[src/rtl/fb_pkg.sv]
// fb_pkg: constants and types shared by the write-side fill engine and the
// read-side scan transformer of the downscaled frame buffer.
//   HSIZE/VSIZE : buffer geometry in buffer pixels
//   AWIDTH      : buffer address width
//   DWIDTH      : pixel width (RGB444)
//   CWIDTH      : signed request coordinate width
//   SWIDTH      : unsigned rectangle width/height width
package fb_pkg;

  localparam int HSIZE  = 160;
  localparam int VSIZE  = 120;
  localparam int AWIDTH = 15;
  localparam int DWIDTH = 12;
  localparam int CWIDTH = 10;
  localparam int SWIDTH = 8;

  typedef logic [DWIDTH-1:0] color_t;

  typedef enum logic [1:0] {
    IDLE = 2'd0,
    RUN  = 2'd1,
    DONE = 2'd2
  } fill_state_t;

  // Walk coordinates carry one extra bit so x0+w / y0+h never wrap.
  localparam logic signed [CWIDTH:0] COORD_ONE = {{CWIDTH{1'b0}}, 1'b1};
  localparam logic [SWIDTH-1:0]      CNT_ONE   = {{(SWIDTH-1){1'b0}}, 1'b1};
  localparam logic [SWIDTH-1:0]      CNT_ZERO  = {SWIDTH{1'b0}};

  // Sign-extend a request coordinate into the walk coordinate width.
  function automatic logic signed [CWIDTH:0] sext_coord(input logic signed [CWIDTH-1:0] c);
    return {c[CWIDTH-1], c};
  endfunction

endpackage

[src/rtl/xy_to_addr.sv]
// xy_to_addr: combinational map of a signed buffer coordinate to its
// row-major buffer address (y*HSIZE + x, truncated) and a range flag.
//   x, y     : signed coordinates, CWIDTH+1 bits
//   addr     : buffer address, only meaningful when in_range=1
//   in_range : 0<=x<HSIZE and 0<=y<VSIZE
module xy_to_addr
  import fb_pkg::*;
(
  input  logic signed [CWIDTH:0] x,
  input  logic signed [CWIDTH:0] y,
  output logic [AWIDTH-1:0]      addr,
  output logic                   in_range
);

  // Wide enough that the signed product and sum never overflow.
  localparam int PW = CWIDTH + AWIDTH + 2;
  localparam logic signed [PW-1:0]   HS_W   = PW'(HSIZE);
  localparam logic signed [CWIDTH:0] C_ZERO = {(CWIDTH+1){1'b0}};
  localparam logic signed [CWIDTH:0] C_HMAX = (CWIDTH+1)'(HSIZE);
  localparam logic signed [CWIDTH:0] C_VMAX = (CWIDTH+1)'(VSIZE);

  logic signed [PW-1:0] xs;
  logic signed [PW-1:0] ys;
  logic signed [PW-1:0] lin;

  // Linear address and clip test.
  always_comb begin
    xs       = {{(PW-CWIDTH-1){x[CWIDTH]}}, x};
    ys       = {{(PW-CWIDTH-1){y[CWIDTH]}}, y};
    lin      = ys * HS_W + xs;
    addr     = lin[AWIDTH-1:0];
    in_range = (x >= C_ZERO) && (x < C_HMAX) && (y >= C_ZERO) && (y < C_VMAX);
  end

endmodule

[src/rtl/rect_fill_writer.sv]
// rect_fill_writer: accepts one rectangle-fill request per handshake and
// writes the rectangle in raster order, one buffer pixel per cycle, clipping
// pixels that fall outside the buffer (clipped pixels still take a cycle).
//   clk, rst          : clock, synchronous active-high reset
//   req_valid/ready   : request handshake (ready only while idle)
//   req_x, req_y      : signed top-left corner
//   req_w, req_h      : rectangle size; zero area completes with no writes
//   req_color         : fill value
//   wr_en/addr/data   : buffer write port (registered)
//   busy              : high while pixels are being walked
//   done              : one-cycle completion pulse
module rect_fill_writer
  import fb_pkg::*;
(
  input  logic                     clk,
  input  logic                     rst,
  input  logic                     req_valid,
  output logic                     req_ready,
  input  logic signed [CWIDTH-1:0] req_x,
  input  logic signed [CWIDTH-1:0] req_y,
  input  logic [SWIDTH-1:0]        req_w,
  input  logic [SWIDTH-1:0]        req_h,
  input  logic [DWIDTH-1:0]        req_color,
  output logic                     wr_en,
  output logic [AWIDTH-1:0]        wr_addr,
  output logic [DWIDTH-1:0]        wr_data,
  output logic                     busy,
  output logic                     done
);

  fill_state_t             state;
  logic signed [CWIDTH:0]  x0;
  logic signed [CWIDTH:0]  cx;
  logic signed [CWIDTH:0]  cy;
  logic [SWIDTH-1:0]       w_m1;
  // Remaining columns after the current one / rows after the current row.
  logic [SWIDTH-1:0]       col_left;
  logic [SWIDTH-1:0]       row_left;

  logic signed [CWIDTH:0]  nx;
  logic signed [CWIDTH:0]  ny;
  logic                    last_pixel;
  logic [AWIDTH-1:0]       n_addr;
  logic                    n_in_range;

  // Coordinate of the pixel to be presented in the next cycle.
  always_comb begin
    nx         = cx;
    ny         = cy;
    last_pixel = (col_left == CNT_ZERO) && (row_left == CNT_ZERO);
    if (state == IDLE) begin
      nx = sext_coord(req_x);
      ny = sext_coord(req_y);
    end else if (col_left != CNT_ZERO) begin
      nx = cx + COORD_ONE;
    end else begin
      nx = x0;
      ny = cy + COORD_ONE;
    end
  end

  xy_to_addr u_xy_to_addr (
    .x        (nx),
    .y        (ny),
    .addr     (n_addr),
    .in_range (n_in_range)
  );

  // Fill FSM with registered handshake and write-port outputs.
  always_ff @(posedge clk) begin
    if (rst) begin
      state     <= IDLE;
      req_ready <= 1'b1;
      busy      <= 1'b0;
      done      <= 1'b0;
      wr_en     <= 1'b0;
      wr_addr   <= {AWIDTH{1'b0}};
      wr_data   <= {DWIDTH{1'b0}};
      x0        <= {(CWIDTH+1){1'b0}};
      cx        <= {(CWIDTH+1){1'b0}};
      cy        <= {(CWIDTH+1){1'b0}};
      w_m1      <= CNT_ZERO;
      col_left  <= CNT_ZERO;
      row_left  <= CNT_ZERO;
    end else begin
      case (state)
        IDLE: begin
          req_ready <= 1'b1;
          busy      <= 1'b0;
          done      <= 1'b0;
          wr_en     <= 1'b0;
          if (req_valid && req_ready) begin
            req_ready <= 1'b0;
            x0        <= nx;
            wr_data   <= req_color;
            if ((req_w == CNT_ZERO) || (req_h == CNT_ZERO)) begin
              state <= DONE;
              done  <= 1'b1;
            end else begin
              state    <= RUN;
              busy     <= 1'b1;
              cx       <= nx;
              cy       <= ny;
              w_m1     <= req_w - CNT_ONE;
              col_left <= req_w - CNT_ONE;
              row_left <= req_h - CNT_ONE;
              wr_en    <= n_in_range;
              wr_addr  <= n_addr;
            end
          end
        end
        RUN: begin
          req_ready <= 1'b0;
          if (last_pixel) begin
            state <= DONE;
            busy  <= 1'b0;
            done  <= 1'b1;
            wr_en <= 1'b0;
          end else begin
            busy    <= 1'b1;
            done    <= 1'b0;
            cx      <= nx;
            cy      <= ny;
            wr_en   <= n_in_range;
            wr_addr <= n_addr;
            if (col_left != CNT_ZERO) begin
              col_left <= col_left - CNT_ONE;
            end else begin
              col_left <= w_m1;
              row_left <= row_left - CNT_ONE;
            end
          end
        end
        DONE: begin
          state     <= IDLE;
          req_ready <= 1'b1;
          busy      <= 1'b0;
          done      <= 1'b0;
          wr_en     <= 1'b0;
        end
        default: begin
          state     <= IDLE;
          req_ready <= 1'b1;
          busy      <= 1'b0;
          done      <= 1'b0;
          wr_en     <= 1'b0;
        end
      endcase
    end
  end

endmodule

[config.mk]
export PLATFORM = sky130hd
export DESIGN_NAME = rect_fill_writer
export DESIGN_NICKNAME = d
export VERILOG_FILES = /design/src/rtl/fb_pkg.sv /design/src/rtl/xy_to_addr.sv /design/src/rtl/rect_fill_writer.sv
export SDC_FILE = /design/constraint.sdc
export NUM_CORES = 1
export LEC_CHECK = 0
export BUFFER_PORTS_ARGS = -buffer_cell sky130_fd_sc_hd__buf_2
export CAP_MARGIN = 20
export CORE_MARGIN = 2
export CORE_UTILIZATION = 50
export DETAILED_ROUTE_END_ITERATION = 12
export PLACE_DENSITY = 0.72
export SYNTH_ARGS = -nofsm -noshare
export SYNTH_HDL_FRONTEND = slang
export SYNTH_SLANG_ARGS = --single-unit
[constraint.sdc]
create_clock -name clk -period 5.6 [get_ports clk]
set_input_delay 1.12 -clock clk [delete_from_list [all_inputs] [get_ports clk]]
set_output_delay 1.12 -clock clk [all_outputs]
set_load 0.05 [all_outputs]
# After elaboration in Yosys (flattened, before gate mapping)
# Index checks and enable logic that the tools add are counted.
# totals
regBits	90
latch_bits	0
mem_bits_rw	0
romBits	0
inputBits	51
out_inout_bits	31
n_memories	0
# op_classes
n_addsub	7
mul	1
div_mod_pow	0
magnitude_cmp	4
eq_ne	6
shift	0
n_mux	44
bitwise_logic	1
n_reduce_logical	18
# ops
operator	count
$mux W11	10
$mux W8	8
$mux W15	3
$pmux W11 S2	2
$logic_not A8 Y1	4
$pmux W8 S2	2
$sub A8 B1 Y8 const B	4
$pmux W15 S2	1
$add A11 B2 Y11 const B	2
$ge A11 B1 Y1 const B	2
$add A15 B11 Y15	1
$lt A11 B8 Y1 const B	1
$lt A11 B9 Y1 const B	1
$mul A11 B4 Y10 const B	1
$mux W1	10
$ne A2 B2 Y1 const B	4
$pmux W1 S2	4
$reduce_bool A8 Y1	1
$mux W2	3
$logic_and A1 B1 Y1	5
$reduce_and A5 Y1	1
$pmux W2 S2	1
$reduce_and A2 Y1	2
$reduce_and A4 Y1	1
7 further kinds	7

# Depth between registers and ports, before layout
# Gate-level depths: netlist of the first run.
# logic_depth
depth_word	10
depth_mapped	21
mapped_depth_nobuf	20

# Modules after synthesis
# Synthesis of the first run repeated with hierarchy kept, for this count alone.
# hier_totals
hier_cells	707
area_unflattened_um2	5532.8
# modules_own_cells
mod	instances	cells_each	area_per_inst_um2	seq_area_each_um2
rect_fill_writer	1	614	4754.6	1801.7
xy_to_addr	1	93	778.2	0.0

# Worst setup path after synthesis of the first run
# Ideal clock, no wire load.
# synth_timing
path_type	register to register
start	reg col_left[0]
end	reg wr_addr[14]
setup_time_ps	70
arrival_ps	4619
t_required_ps	5530
path_slack_ps	911
path_stages_with_launch	22
period_less_slack_ps	4689
path_cell_list	dfxtp_1 -> inv_1 -> ha_1 -> or3b_2 -> nor2_1 -> buf_2 -> nand2_1 -> xor2_1 -> o21ai_0 -> ha_1 -> ha_1 -> a21o_1 -> a21oi_1 -> o21bai_1 -> a21oi_1 -> xnor2_1 -> ha_1 -> o211a_1 -> a221oi_1 -> xnor3_1 -> xor2_1 -> a21oi_1
# synth_between
elab_chain_len	8
word_cells_on_any_way	15
cone_classes	1 x add/sub; 1 x mul; 1 x eq/ne; 8 x mux; 4 x reduce/logical
# synth_lines
item	line_no	rtl
start, declared	rect_fill_writer.sv:37	logic [SWIDTH-1:0] col_left;
start signal, assigned	rect_fill_writer.sv:105	col_left <= req_w - CNT_ONE;
start signal, assigned	rect_fill_writer.sv:127	col_left <= col_left - CNT_ONE;
start signal, assigned	rect_fill_writer.sv:129	col_left <= w_m1;
$reduce_bool A8 Y1 (*)	rect_fill_writer.sv:54	end else if (col_left != CNT_ZERO) begin
$mux W11 (*)	rect_fill_writer.sv:54	
$mux W11 (*)	rect_fill_writer.sv:51	if (state == IDLE) begin
via ny[2]	rect_fill_writer.sv:41	logic signed [CWIDTH:0] ny;
$mul A11 B4 Y10 (*)	xy_to_addr.sv:30	lin = ys * HS_W + xs;
$add A15 B11 Y15 (*)	xy_to_addr.sv:30	
$mux W15	rect_fill_writer.sv:96	if ((req_w == CNT_ZERO) || (req_h == CNT_ZERO)) begin
$mux W15	rect_fill_writer.sv:92	if (req_valid && req_ready) begin
$pmux W15 S2 (*)	rect_fill_writer.sv:86	case (state)
end signal, assigned	rect_fill_writer.sv:77	wr_addr <= {AWIDTH{1'b0}};
end signal, assigned	rect_fill_writer.sv:108	wr_addr <= n_addr;
end signal, assigned	rect_fill_writer.sv:125	wr_addr <= n_addr;
end, declared	rect_fill_writer.sv:25	output logic [AWIDTH-1:0] wr_addr,
# Mark *: on every way through the listed nets, which the timed path passes. The rest lies on a longest branch. The select of a mux whose other input is x is not followed.
# A chain may end at the register's enable or synchronous reset.

# Worst setup path after layout of the first run
# Same ends and word-level chain as after synthesis.

==> results of run 1 <==
[worst max-delay path: stages (launching register included)]
cell and delay, ps:
dfxtp_1 350, inv_1 60, ha_1 290, or3b_2 530
nor2_1 140, buf_4 200, nand2_1 70, a31oi_1 340
ha_1 300, ha_1 220, fa_1 420, xor2_1 190
ha_1 330, o21a_1 190, o211a_1 200, a221oi_1 350
xnor3_1 390, xor2_1 160, a21oi_1 150
[power by group]
part,total (mW),switching [mW],internal (mW)
Combinational,1.09,0.674,0.416
Sequential,0.782,0.0857,0.696
Clock,0.452,0.274,0.177
Total,2.32,1.03,1.29
[worst paths after layout]
path / startpoint / to / slack [ps] / depth (start not counted)
worst max-delay path: col_left[0] / wr_addr[14] / 650 / 18
worst min-delay path: wr_addr[12] / wr_addr[12] / 460 / 2
worst max register to register: col_left[0] / wr_addr[14] / 650 / 18
worst min register to register: wr_addr[12] / wr_addr[12] / 460 / 2
[cells by family after synthesis]
group | synth area share (%)
flops | 32.0
fa+ha+maj | 7.59
compound gates | 21.6
xor+xnor | 6.36
buf+inv | 5.58
mux | 1.98
simple gates | 24.9
[metal layers]
metal	GRT usage (%)	up-vias	wire, µm	part of all wire [%]
met5	0	-	0	0
met4	7.33	0	210	1.5
met3	4.68	19	754	5.5
met2	40.7	161	6500	48
met1	31.5	2375	6120	45
li1	-	2592	-	-
[per-stage QoR]
stage	worst slack, ps	cell area (µm²)	hold WS, ps
final	646	5920	459
after global routing	283	5920	477
after CTS	651	5910	460
after detailed placement	672	5710	441
after global placement	833	5710	439
after floorplan	911	5310	432
[registers in the layout, indices dropped and copies added, names as in the netlist, 6 cells and up]
name	count
wr_addr	15
w_m1	8
cx	6
row_left	8
x0	11
wr_data	12
cy	11
col_left	8
[final cells by class]
cell class / instances / area (µm²)
fillers: 1004 / 4400
multi-input cells: 555 / 3320
flip-flops and latches: 85 / 1700
repair buffers: 90 / 473
well taps: 136 / 170
clock buffers: 9 / 124
clock inverters: 7 / 76.3
inverters: 15 / 56.3
[cells in the final DEF, fill, tap and decap left out, types with 5 or more instances in the layout]
| master | n |
|---|---|
| nand2_1 | 123 |
| dfxtp_1 | 85 |
| buf_2 | 81 |
| nor2_1 | 78 |
| a21oi_1 | 66 |
| o21ai_0 | 33 |
| nor3_1 | 29 |
| ha_1 | 29 |
| xnor2_1 | 26 |
| a211oi_1 | 24 |
| nand3_1 | 20 |
| inv_1 | 15 |
| xor2_1 | 10 |
| clkbuf_8 | 9 |
| buf_4 | 9 |
| a31oi_1 | 7 |
| and3_1 | 7 |
| o2111ai_1 | 7 |
| mux2i_1 | 6 |
| nor4_1 | 5 |
| o21a_1 | 5 |
| o211ai_1 | 5 |
==> out/metrics.yaml, run 1 <==
floorplanning:
  ios: 82
  die_w_um: 107
  dieArea_um2: 11500
  initial_core_util_pct: 51.4
  die_y_um: 107
  coreArea_um2: 10300
  rows: 37
cts:
  cts_resized: 0
  cts_buffers: 9
  clk_pin_slew_worst_paths_ps: 100
  cts_tree: "yes"
  worstSkewPairLatency_ps: 390
  cts_hold_buf: 0
  cts.htree.levels: 3
  root_buffer: "clkbuf_8"
  cts_num_sinks: 85
  cts.path.max_buffers: 2
  postCtsSetupRepairBufs: 0
worst_setup_path:
  critPathLaunchType: "flop"
  cp.arrival_ps: 5270
  crit_fanout: 11
  critical_path_class: "reg -> reg"
  required_ps: 5920
  endpoint_kind: "flop"
cells_and_area:
  areaGrowthSynthToFinish_pct: 11.5
  num_antenna_cells: 0
  stdcell_count: 897
  final_nets: 838
  drive_above_1_share_pct: 15.9
  fin_util_pct: 57.4
logic_synthesis:
  yosysMostFrequentCell: "nand2_1"
  synth_common_cells: "nand2_1 (123), dfxtp_1 (85), nor2_1 (79), a21oi_1 (67), clkbuf_1 (36)"
  synth.cell_area_um2: 5310
  synth-seq-cells: 85
  yosys_warnings: 0
  synthCells: 706
  synth.avg_cell_area_um2: 7.52
  synth_edf_count: 0
  synth_top_area_cell: "dfxtp_1"
  synth.area.top_cells: "dfxtp_1 (32%), nand2_1 (8.7%), ha_1 (6.8%)"
  synth_fp_nets: 788
  synthArstFlopShare_pct: 0
  ys_seq_area_share_pct: 32.0
  synth_flop_cell: "dfxtp_1"
  netlist.area_leader.share_pct: 32.0
  synth_cell_type_count: 61
place:
  dp_cells: 880
  place_congestion: 0.869
  hpwl_um: 9730
  numPortBuffers: 81
grt:
  grt_pass1_vias: 4816
  grt_use_total_pct: 24.3
  globalRoute.totalOverflow: 0
  grt_max_degree: 47
  grt_pass1_wl_um: 22600
  antenna_found_initial: 0
power:
  p_leak_nw: 2.49
  peakVddDrop_mv: 0.348
  power.density_nw_per_um2: 392
  total_power_mw: 2.32
route:
  vias: 5147
  wl_um: 13600
  vias_per_cell: 5.74
  drc: 0
  drtAntennaViolNets: 0
  drt-initial-drc-count: 287
  drtPass1Iterations: 6
  post_drt_wl_per_cell_um: 15.1
timing:
  fmax_ghz: 0.202
  fin_crit_sh_pct: 88.5
  fin_tns_setup_ps: 0
  period_needed_ps: 4950
  finalClockSkew_ps: 15.9
  setup_viol: 0
  relSlewSlack_pct: 35.6
  rsz0062_at_grt: "no"
  hold_viol_final: 0
  drv_slew: 0
  worstMarginPinSlew_ps: 963
hold_path:
  hp-class: "reg -> reg"
flow_run:
  maxCapViolations: 0
run_status:
  status: "finished clean"
(Power assumes the default switching activity.)
==> run 2: changes to the inputs <==
CORE_MARGIN = unset   (was 2)
PLACE_DENSITY = 0.7   (was 0.72)
==> out/metrics.yaml, run 2 (synthesis results as in run 1) <==
worst_setup_path:
  crit_top_cell: "ha_1"
  crit_buf_inv: 2
  cp.arrival_ps: 5290
  crit_path_cell_trace: "inv_1 -> ha_1 -> or3b_2 -> nor2_1 -> buf_4 -> nand2_1 -> a31oi_1 -> ha_1 -> ha_1 -> fa_1 -> a211oi_1 -> o21a_1 -> ha_1 -> o211a_1 -> a221oi_1 -> xnor3_1 -> xor2_1 -> a21oi_1"
  slowest_stage: "or3b_2"
  critPathLaunchType: "flop"
  timing.rr.start: "col_left[0]"
  max_stage_delay_ps: 530
  required_ps: 5900
  crit_path_start: "col_left[0]"
  r2r_setup_slack_ps: 600
  r2r_cells: 18
  cpLargestDelayFamily: "compound AO/OA/AOI/OAI gates"
  reg2reg_to: "wr_addr[14]"
  endpoint_kind: "flop"
  crit_fanout: 11
  critical_path_class: "reg -> reg"
cells_and_area:
  final_cell_mix: "nand2_1 (123), dfxtp_1 (85), buf_2 (81)"
  stdcell_count: 898
  regMostFlops: "wr_addr"
  final_nets: 839
  top_regs: "wr_addr x15, wr_data x12"
  final_common_cell: "nand2_1"
  num_antenna_cells: 0
  largest_register_ffs: 15
  drive_above_1_share_pct: 16.0
  areaGrowthSynthToFinish_pct: 12.0
hold_path:
  hold_depth: 2
  hold_start: "wr_addr[9]"
  min_to: "wr_addr[9]"
  hp-class: "reg -> reg"
timing:
  fmax_ghz: 0.200
  relSlewSlack_pct: 34.2
  period_needed_ps: 5000
  rsz0062_at_grt: "no"
  fin_crit_sh_pct: 89.2
  fin_tns_setup_ps: 0
  finalClockSkew_ps: 12.7
  hold_viol_final: 0
  setup_viol: 0
  drv_slew: 0
  worstMarginPinSlew_ps: 985
cts:
  cts_hold_buf: 0
  cts_buffers: 9
  cts_tree: "yes"
  worstSkewPairLatency_ps: 360
  root_buffer: "clkbuf_8"
  cts.htree.levels: 3
  cts_resized: 0
  cts.path.max_buffers: 2
  postCtsSetupRepairBufs: 0
  clk_pin_slew_worst_paths_ps: 100
  cts_num_sinks: 85
route:
  vias: 5162
  drtPass1Iterations: 5
  post_drt_wl_per_cell_um: 15.1
  vias_per_cell: 5.75
  drc: 0
  drtAntennaViolNets: 0
  drt-initial-drc-count: 320
  wl_um: 13500
place:
  numPortBuffers: 81
  dp_cells: 882
  hpwl_um: 9830
  place_congestion: 0.921
run_status:
  status: "finished clean"
floorplanning:
  die_y_um: 105
  ios: 82
  rows: 37
  die_w_um: 105
  dieArea_um2: 11000
  initial_core_util_pct: 51.4
  coreArea_um2: 10300
grt:
  grt_pass1_vias: 4966
  grt_use_total_pct: 25.4
  top_usage_layer: "met2"
  antenna_found_initial: 0
  use_met2_pct: 44.1
  grt_max_degree: 47
  grt_pass1_wl_um: 22900
  grt_use_met3_pct: 3.99
  met1_usage_pct: 31.8
  globalRoute.totalOverflow: 0
power:
  power.density_nw_per_um2: 394
  peakVddDrop_mv: 0.278
  p_leak_nw: 2.49
flow_run:
  maxCapViolations: 0
[run 2: worst max-delay path by stage]
stage	cells after the start	slack, ps	endpoint
final	18	600	wr_addr[14]
after global routing	20	220	wr_addr[14]
after CTS	18	640	wr_addr[14]
after detailed placement	18	670	wr_addr[14]
after global placement	18	820	wr_addr[14]
after floorplan	21	910	wr_addr[14]
[run 2: area by class of cell]
cell class	instances	area (µm²)
clock buffer	9	124
clock inverter	7	91.3
fill	995	4370
inverter	15	56.3
multi-input combinational	555	3330
sequential	85	1700
tap	136	170
timing repair buffer	91	480
[run 2: routing by layer]
layer	routed length (µm)	vias up	share of wire, %
li1	-	2594	-
met1	6000	2394	44
met2	6530	144	48
met3	674	30	5.0
met4	322	0	2.4
met5	0	-	0
[run 2: worst register-to-register path: stages (launching register included)]
cell and delay (ps):
dfxtp_1 360, inv_1 70, ha_1 270, or3b_2 530
nor2_1 160, buf_4 210, nand2_1 70, a31oi_1 370
ha_1 310, ha_1 230, fa_1 420, a211oi_1 340
o21a_1 180, ha_1 260, o211a_1 130, a221oi_1 330
xnor3_1 380, xor2_1 170, a21oi_1 140
[run 2: power breakdown]
part	leakage (nW)	switching, mW	total, mW	internal, mW
clock	0.105	0.251	0.468	0.217
combinational	1.69	0.675	1.10	0.420
sequential	0.700	0.0853	0.781	0.696
total	2.49	1.01	2.35	1.33
[run 2: through the flow]
stage	hold slack [ps]	util, %	setup slack, ps	power (mW)	instance area, µm²
global route	475	57.6	224	2.52	5950
detailed placement	445	55.6	669	1.88	5740
floorplan	432	-	911	1.65	5310
finish	457	57.6	604	2.35	5950
CTS	459	57.6	643	2.35	5950
global placement	439	55.6	823	1.85	5740
==> run 3: changes to the inputs <==
HOLD_SLACK_MARGIN = 0.1   (was unset)
PLACE_DENSITY = unset   (was 0.7)
PLACE_DENSITY_LB_ADDON = 0.15   (was unset)
==> out/metrics.yaml, run 3 (synthesis results as in run 1) <==
run_status:
  status: "finished clean"
floorplanning:
  ios: 82
  dieArea_um2: 11000
  coreArea_um2: 10300
  die_y_um: 105
  die_w_um: 105
  initial_core_util_pct: 51.4
  rows: 37
route:
  drc: 0
  vias_per_cell: 5.72
  drtPass1Iterations: 4
  drtAntennaViolNets: 0
  post_drt_wl_per_cell_um: 15.2
  drt-initial-drc-count: 351
  vias: 5130
  wl_um: 13600
cts:
  clk_pin_slew_worst_paths_ps: 90
  cts_num_sinks: 85
  cts_buffers: 9
  cts_hold_buf: 0
  cts_resized: 0
  worstSkewPairLatency_ps: 360
  cts.htree.levels: 3
  cts_tree: "yes"
  cts.path.max_buffers: 2
  root_buffer: "clkbuf_8"
  postCtsSetupRepairBufs: 0
worst_setup_path:
  crit_end: "wr_addr[14]"
  timing.rr.start: "col_left[0]"
  r2r_setup_slack_ps: 680
  required_ps: 5900
  crit_fanout: 7
  cp.arrival_ps: 5230
  critPathLaunchType: "flop"
  crit_path_start: "col_left[0]"
  r2r_cells: 20
  endpoint_kind: "flop"
  reg2reg_to: "wr_addr[14]"
  critical_path_class: "reg -> reg"
cells_and_area:
  final_nets: 839
  drive_above_1_share_pct: 15.8
  fin_util_pct: 57.9
  largest_register_ffs: 15
  regMostFlops: "wr_addr"
  final_cell_mix: "nand2_1 (123), dfxtp_1 (85), buf_2 (81)"
  top_regs: "wr_addr x15, wr_data x12"
  areaGrowthSynthToFinish_pct: 12.5
  num_antenna_cells: 0
  fillerInstances: 989
  final_common_cell: "nand2_1"
timing:
  setup_ws_ps: 675
  setup_viol: 0
  worstMarginPinSlew_ps: 937
  fmax_ghz: 0.203
  relSlewSlack_pct: 37.4
  fin_crit_sh_pct: 87.9
  fin_tns_setup_ps: 0
  finalClockSkew_ps: 8.51
  whs_ps: 457
  period_needed_ps: 4920
  rsz0062_at_grt: "no"
  drv_slew: 0
  hold_viol_final: 0
power:
  peakVddDrop_mv: 0.320
  seqPwrFrac_pct: 33.0
  pwr-share-comb_pct: 46.6
  p_int_mw: 1.38
  p_switching_uw: 987
  p_leak_nw: 2.50
  p_sw_share_pct: 41.6
  pwr-share-clk_pct: 20.4
  power.density_nw_per_um2: 397
grt:
  grt_max_degree: 47
  grt_pass1_vias: 4681
  grt_pass1_wl_um: 22000
  antenna_found_initial: 0
  globalRoute.totalOverflow: 0
  grt_use_total_pct: 24.7
place:
  place_ws_ps: 634
  numPortBuffers: 81
  place_congestion: 0.921
  hpwl_um: 9830
hold_path:
  hp-class: "reg -> reg"
flow_run:
  maxCapViolations: 0
## run 3: changes by cell type in the layout (fill, tap and decap cells not counted), sizes merged
cell / delta
bufinv: +1
clkbuf: +2
clkinv: -1
inv: -3
## run 3: how the worst min path moves through the flow
stage | from | endpoint | slack (ps) | depth (start not counted)
6_report | wr_data[3] | wr_data[3] | 460 | 2
5_1_grt | wr_addr[11] | wr_addr[11] | 480 | 2
4_1_cts | wr_data[3] | wr_data[3] | 460 | 2
3_5_place_dp | wr_data[3] | wr_data[3] | 440 | 2
3_3_place_gp | wr_addr[11] | wr_addr[11] | 440 | 2
2_1_floorplan | x0[10] | x0[10] | 430 | 2
## run 3: power by group through the flow
stage / sequential (mW) / clock (mW) / combinational [mW]
after detailed placement: 0.794 / 0 / 1.09
after global placement: 0.790 / 0 / 1.06
final: 0.782 / 0.482 / 1.10
after CTS: 0.781 / 0.495 / 1.10
after floorplan: 0.885 / 0 / 0.766
after global routing: 0.797 / 0.522 / 1.22
## run 3: worst max-delay path, cell delays in order (launching register included)
cell	delay, ps
dfxtp_1	350
inv_1	60
ha_1	280
or3b_2	530
nor2_1	210
nand2_1	100
xor2_1	140
o21ai_0	330
ha_1	340
ha_1	300
a21o_1	170
a21oi_1	220
o21bai_1	90
a21oi_1	180
xnor2_1	140
ha_1	280
o211a_1	140
a221oi_1	320
xnor3_1	380
xor2_1	170
a21oi_1	140
## run 3: per-stage QoR
step	power, mW	cell area (µm²)	std cells
2_1_floorplan	1.65	5310	706
3_3_place_gp	1.85	5720	880
3_5_place_dp	1.88	5730	881
4_1_cts	2.37	5950	896
5_1_grt	2.54	5970	897
6_report	2.37	5970	897
## run 3: area by class of cell
cell class                 count  area [µm²]  area share, %
tap                          136         170           2.85
sequential                    85        1700           28.5
clock inverter                 4        72.6           1.21
clock buffer                  11         141           2.37
multi-input combinational    555        3330           55.7
timing repair buffer          91         504           8.44
inverter                      15        56.3          0.943
## run 3: metal layers
layer  up-vias  track usage, %  share of wire [%]
met5         -               0                  0
met4         0            8.95                1.9
met3        20            4.43                4.6
met2       130            42.2                 48
met1      2379            31.1                 45
li1       2601               -                  -
